<file path="src/rtl/microwave_timer_ctrl.sv">
// Microwave MM:SS cook-timer sequencer: keypad entry, cascade load, cook/pause, expiry beep.
// Latency: state and all outputs except cnt_en are registered (1 clk); cnt_en is combinational.
// Backpressure: none; inputs are sampled every clk, with clear > stop/door > start > key.
module microwave_timer_ctrl #(
    parameter int BEEP_TICKS = 3,
    parameter int TICK_W     = 4
) (
    input  logic       clk,
    input  logic       clr,
    input  logic       tick,
    input  logic       key_valid,
    input  logic [3:0] key_digit,
    input  logic       start,
    input  logic       stop,
    input  logic       clear,
    input  logic       door_closed,
    input  logic       time_zero,
    output logic       cnt_loadn,
    output logic [3:0] cnt_data_m,
    output logic [3:0] cnt_data_st,
    output logic [3:0] cnt_data_so,
    output logic       cnt_en,
    output logic       mag_on,
    output logic       beep,
    output logic [2:0] state_o
);

    typedef enum logic [2:0] {
        S_IDLE  = 3'd0,
        S_ENTRY = 3'd1,
        S_LOAD  = 3'd2,
        S_COOK  = 3'd3,
        S_PAUSE = 3'd4,
        S_DONE  = 3'd5,
        S_ZERO  = 3'd6
    } state_t;

    // Tick count at which the beep phase ends.
    localparam logic [TICK_W-1:0] BEEP_LAST = TICK_W'(BEEP_TICKS - 1);

    state_t            state_q, state_d;
    logic [3:0]        m_q, m_d;
    logic [3:0]        st_q, st_d;
    logic [3:0]        so_q, so_d;
    logic [TICK_W-1:0] beep_cnt_q, beep_cnt_d;
    logic              cnt_loadn_q, cnt_loadn_d;
    logic [3:0]        cnt_data_m_q, cnt_data_m_d;
    logic [3:0]        cnt_data_st_q, cnt_data_st_d;
    logic [3:0]        cnt_data_so_q, cnt_data_so_d;
    logic              mag_on_q, mag_on_d;
    logic              beep_q, beep_d;

    logic              hold;
    logic              key_ok;
    logic              entry_nz;

    // Request qualifiers shared by several states.
    assign hold     = stop | ~door_closed;
    // A key is only taken while the seconds-ones digit could legally become seconds-tens.
    assign key_ok   = key_valid && (key_digit <= 4'd9) && (so_q <= 4'd5);
    assign entry_nz = |{m_q, st_q, so_q};

    // Next-state, entry register and registered-output computation.
    always_comb begin
        state_d    = state_q;
        m_d        = m_q;
        st_d       = st_q;
        so_d       = so_q;
        beep_cnt_d = beep_cnt_q;

        case (state_q)
            S_IDLE, S_ENTRY: begin
                if (clear) begin
                    state_d = S_ZERO;
                    m_d     = 4'd0;
                    st_d    = 4'd0;
                    so_d    = 4'd0;
                end else if (hold) begin
                    // Stop or open door pre-empts both start and keypad this cycle.
                    state_d = state_q;
                end else if (start && (state_q == S_ENTRY) && entry_nz) begin
                    state_d = S_LOAD;
                end else if (key_ok) begin
                    m_d     = st_q;
                    st_d    = so_q;
                    so_d    = key_digit;
                    state_d = S_ENTRY;
                end
            end

            S_LOAD: begin
                state_d = S_COOK;
            end

            S_COOK: begin
                if (clear) begin
                    state_d = S_ZERO;
                    m_d     = 4'd0;
                    st_d    = 4'd0;
                    so_d    = 4'd0;
                end else if (time_zero) begin
                    // Expiry beats a simultaneous stop or door open.
                    state_d = S_DONE;
                end else if (hold) begin
                    state_d = S_PAUSE;
                end
            end

            S_PAUSE: begin
                if (clear) begin
                    state_d = S_ZERO;
                    m_d     = 4'd0;
                    st_d    = 4'd0;
                    so_d    = 4'd0;
                end else if (!hold && start) begin
                    // Resume from wherever the cascade stopped; no reload.
                    state_d = S_COOK;
                end
            end

            S_DONE: begin
                if (clear || key_valid) begin
                    state_d = S_IDLE;
                    m_d     = 4'd0;
                    st_d    = 4'd0;
                    so_d    = 4'd0;
                end else if (tick) begin
                    if (beep_cnt_q == BEEP_LAST) begin
                        state_d = S_IDLE;
                        m_d     = 4'd0;
                        st_d    = 4'd0;
                        so_d    = 4'd0;
                    end else begin
                        beep_cnt_d = beep_cnt_q + 1'b1;
                    end
                end
            end

            S_ZERO: begin
                state_d = S_IDLE;
                m_d     = 4'd0;
                st_d    = 4'd0;
                so_d    = 4'd0;
            end

            default: begin
                state_d = S_IDLE;
            end
        endcase

        // The beep counter only lives while in DONE; it restarts on every entry.
        if (state_d != S_DONE) begin
            beep_cnt_d = '0;
        end

        // Outputs are decodes of the next state, registered alongside it.
        cnt_loadn_d   = !((state_d == S_LOAD) || (state_d == S_ZERO));
        cnt_data_m_d  = (state_d == S_ZERO) ? 4'd0 : m_d;
        cnt_data_st_d = (state_d == S_ZERO) ? 4'd0 : st_d;
        cnt_data_so_d = (state_d == S_ZERO) ? 4'd0 : so_d;
        mag_on_d      = (state_d == S_COOK);
        beep_d        = (state_d == S_DONE);
    end

    // State, entry registers and registered outputs, with synchronous reset.
    always_ff @(posedge clk) begin
        if (clr) begin
            state_q       <= S_IDLE;
            m_q           <= 4'd0;
            st_q          <= 4'd0;
            so_q          <= 4'd0;
            beep_cnt_q    <= '0;
            cnt_loadn_q   <= 1'b1;
            cnt_data_m_q  <= 4'd0;
            cnt_data_st_q <= 4'd0;
            cnt_data_so_q <= 4'd0;
            mag_on_q      <= 1'b0;
            beep_q        <= 1'b0;
        end else begin
            state_q       <= state_d;
            m_q           <= m_d;
            st_q          <= st_d;
            so_q          <= so_d;
            beep_cnt_q    <= beep_cnt_d;
            cnt_loadn_q   <= cnt_loadn_d;
            cnt_data_m_q  <= cnt_data_m_d;
            cnt_data_st_q <= cnt_data_st_d;
            cnt_data_so_q <= cnt_data_so_d;
            mag_on_q      <= mag_on_d;
            beep_q        <= beep_d;
        end
    end

    // Count enable must never fire at zero, otherwise the cascade would wrap to 9.
    assign cnt_en      = (state_q == S_COOK) & tick & ~time_zero;

    assign cnt_loadn   = cnt_loadn_q;
    assign cnt_data_m  = cnt_data_m_q;
    assign cnt_data_st = cnt_data_st_q;
    assign cnt_data_so = cnt_data_so_q;
    assign mag_on      = mag_on_q;
    assign beep        = beep_q;
    assign state_o     = state_q;

endmodule

</file>
<file path="config.mk">
export PLATFORM = sky130hd
export DESIGN_NAME = microwave_timer_ctrl
export DESIGN_NICKNAME = d
export VERILOG_FILES = /design/src/rtl/microwave_timer_ctrl.sv
export SDC_FILE = /design/constraint.sdc
export NUM_CORES = 1
export LEC_CHECK = 0
export BUFFER_PORTS_ARGS = -buffer_cell sky130_fd_sc_hd__buf_2
export CAP_MARGIN = 20
export CORE_UTILIZATION = 50
export DETAILED_ROUTE_END_ITERATION = 6
export PLACE_DENSITY = 0.85
export REMOVE_ABC_BUFFERS = 1
export SLEW_MARGIN = 20
export SYNTH_ARGS = -nofsm -noshare
export SYNTH_HDL_FRONTEND = slang
export SYNTH_SLANG_ARGS = --single-unit
</file>
<file path="constraint.sdc">
create_clock -name clk -period 4.7 [get_ports clk]
set_clock_uncertainty 0.1 [all_clocks]
set_input_delay 1.41 -clock clk [delete_from_list [all_inputs] [get_ports clk]]
set_output_delay 1.41 -clock clk [all_outputs]
set_load 0.05 [all_outputs]
</file>
==> impl_metrics.py <==
metrics = {
    "clock_tree": {
        "cts_tree": "yes",
        "cts_buffers": 5,
        "h-tree-depth": 2,
        "cts_resized": 0,
        "cts_hold_buf": 0,
        "clock_latency_ns": 0.33,
        "clock_path_buffers": 2,
        "cts.sinks": 34,
        "clk_pin_slew_ns": 0.09,
        "root_buffer": "clkbuf_4",
        "post_cts_buffers": 0,
    },
    "power": {
        "power_frac_comb": 0.147,
        "cellPowerDensity_nw_per_um2": 334,
        "pwr-share-seq": 0.555,
        "p_leak_uw": 0.000682,
        "p_sw_uw": 158,
        "p_int_uw": 393,
        "clock_power_share": 0.298,
        "netSwitchingFraction": 0.287,
        "vdd_ir_drop_max_uv": 296,
    },
    "routing": {
        "drc": 0,
        "drtIter0Drc": 35,
        "wire_per_inst_um": 13.9,
        "ant_nets": 0,
        "first_pass_iters": 4,
        "vias_per_cell": 5.94,
        "dr_total_vias": 1200,
        "wl_um": 2810,
    },
    "critical_path": {
        "cp.depth": 3,
        "crit_start": "time_zero",
        "critPathCapture": "cnt_en",
        "cpMostUsedCell": "buf_2",
        "crit_chain": "buf_2 > and3b_1 > buf_2",
        "rr_worst_depth": 7,
        "setup.worst_path.class": "input port to primary output",
        "cp_data_required_time_ns": 3.19,
        "critPathTopFamily": "buffers and inverters",
        "r2r_slack_ns": 2.51,
        "cp_max_fo": 4,
        "crit_path_top_delay_cell": "buf_2",
        "cp.arrival_ns": 1.99,
        "cpPeakStageDelay_ns": 0.26,
        "path_buf_inv": 2,
        "cp-end-kind": "primary output",
        "crit_path_start_kind": "input port",
        "r2r-start": "beep_cnt_q[0]",
        "reg2reg_to": "beep_cnt_q[0]",
    },
    "placed_design": {
        "hpwlAfterDp_um": 2070,
        "dpl.cell_count": 194,
        "gp_congestion": 0.809,
        "port_buffers": 31,
        "place_ws_ns": 1.20,
    },
    "global_routing": {
        "grt_usage": 0.200,
        "antenna_found_initial": 0,
        "grt_pass1_vias": 1090,
        "grt_pass1_wl_um": 4840,
        "overflow": 0,
        "grt_max_degree": 23,
    },
    "logic_synthesis": {
        "syn-cell-area_um2": 1420,
        "synth_area_per_cell_um2": 10.2,
        "synthFlopType": "dfxtp_1",
        "synth-seq-cells": 34,
        "yosys_warnings": 0,
        "synthTopCellsByArea": "dfxtp_1 (48%), a22o_1 (12%), nor2_1 (2.6%)",
        "syn_inst": 140,
        "synth_top_area_frac": 0.479,
        "seq_area_frac_synth": 0.479,
        "synth_async_sr_flop_share": 0,
        "synth_most_common_cell": "dfxtp_1",
        "synth_commonest_cells": "dfxtp_1 (34), a22o_1 (20), nor2_1 (10), buf_2 (7), nand2_1 (6)",
        "synth_top_area_cell": "dfxtp_1",
        "synth_cell_types": 41,
        "synth-edff-count": 0,
    },
    "timing": {
        "slew_headroom": 0.524,
        "hold_viol": 0,
        "tightest_slew_ns": 0.708,
        "setup_viol": 0,
        "tns_ns": 0,
        "slew_violations": 0,
        "rsz0062_at_grt": "no",
        "period_minus_slack_ns": 3.50,
        "period_share": 0.745,
        "fmax_mhz": 286,
        "setup_ws_ns": 1.20,
    },
    "final_layout": {
        "fin_nets": 186,
        "nFillCells": 221,
        "instances_no_fill": 202,
        "utilization": 0.637,
        "area_delta_synth_final_pct": 16.0,
        "final_layout_size_suffix_gt1_frac": 0.273,
        "antenna_cells": 0,
    },
    "floorplanning": {
        "die_w_um": 55.3,
        "coreArea_um2": 2590,
        "die_h_um": 55.3,
        "num_rows": 18,
        "pin_count": 32,
        "start_util": 0.549,
        "dieArea_um2": 3060,
    },
    "outcome": {
        "status": "finished clean",
    },
    "min_path": {
        "whs_path_depth": 1,
        "holdCritPathClass": "flop to flop",
    },
    "run": {
        "maxCapViolations": 0,
    },
}
## logic make-up (layout without fill, tap and decap cells)
family	after synthesis	count (layout)	share of synthesized area
muxes	1	1	0.00704
and+or+nand+nor	47	47	0.209
xor gates and xnor gates	4	4	0.0246
adders and majority gates	2	2	0.0176
buffers and inverters	13	45	0.0458
DFF	34	34	0.479
AOI/OAI and AO/OA	39	39	0.217
## registers in the layout, summed over array words and instances (netlist names)
name         count
m_q              4
cnt_data_so      4
mag_on           1
beep             1
state_o          3
cnt_loadn        1
cnt_data_m       4
st_q             4
so_q             4
cnt_data_st      4
beep_cnt_q       4
## worst min path at each step
| stage | to | startpoint | slack (ns) |
|---|---|---|---|
| global route | m_q[1] | m_q[1] | 0.45 |
| global placement | m_q[2] | m_q[2] | 0.38 |
| CTS | cnt_data_m[1] | m_q[1] | 0.42 |
| floorplan | cnt_data_m[0] | m_q[0] | 0.37 |
| detailed placement | cnt_data_m[1] | m_q[1] | 0.39 |
| finish | m_q[2] | m_q[2] | 0.42 |
## power groups by stage
| stage | clock, uW | combinational, uW | sequential [uW] |
|---|---|---|---|
| global route | 187 | 87.3 | 307 |
| CTS | 170 | 81.1 | 305 |
| global placement | 0 | 78.8 | 311 |
| detailed placement | 0 | 80.7 | 312 |
| floorplan | 0 | 36.0 | 330 |
| finish | 164 | 81.0 | 305 |
## per-layer routing
metal / up-vias / GRT usage / routed length, um
met5: - / 0 / 0
met1: 570 / 0.243 / 1220
met3: 4 / 0.0820 / 186
li1: 580 / - / -
met4: 0 / 0.100 / 35
met2: 46 / 0.303 / 1370
## per-stage QoR
stage          area (um2)  hold slack (ns)  power (uW)
3_5_place_dp         1590            0.387         393
6_report             1650            0.418         551
2_1_floorplan        1370            0.366         366
3_3_place_gp         1590            0.380         390
5_1_grt              1650            0.448         582
4_1_cts              1650            0.419         556
## worst register-to-register path: stages, from the launching register on
cell and delay, ns:
dfxtp_1 0.36, inv_1 0.07, ha_1 0.13, nor3b_1 0.25
a211o_1 0.25, o21ai_0 0.16, nor3_1 0.63, nor2_1 0.11
## cell type report
type | count | area (um2) | share of cell area
multi-input combinational | 93 | 682 | 0.414
sequential | 34 | 681 | 0.413
timing repair buffer | 33 | 170 | 0.103
clock buffer | 6 | 51.3 | 0.0311
tap | 30 | 37.5 | 0.0228
inverter | 4 | 15.0 | 0.00910
clock inverter | 2 | 12.5 | 0.00759
## cells in the final DEF (no fill, tap or decap), types with 3 or more instances in the layout
master / count
nor3b_1: 3
nor2_1: 10
clkbuf_4: 5
a22o_1: 20
dfxtp_1: 34
nor4_1: 4
xnor2_1: 4
nand2_1: 6
inv_1: 4
nor2b_1: 3
nor3b_2: 3
nand3_1: 3
buf_2: 31
a31oi_1: 3
Power figures use the tool's default switching activity.
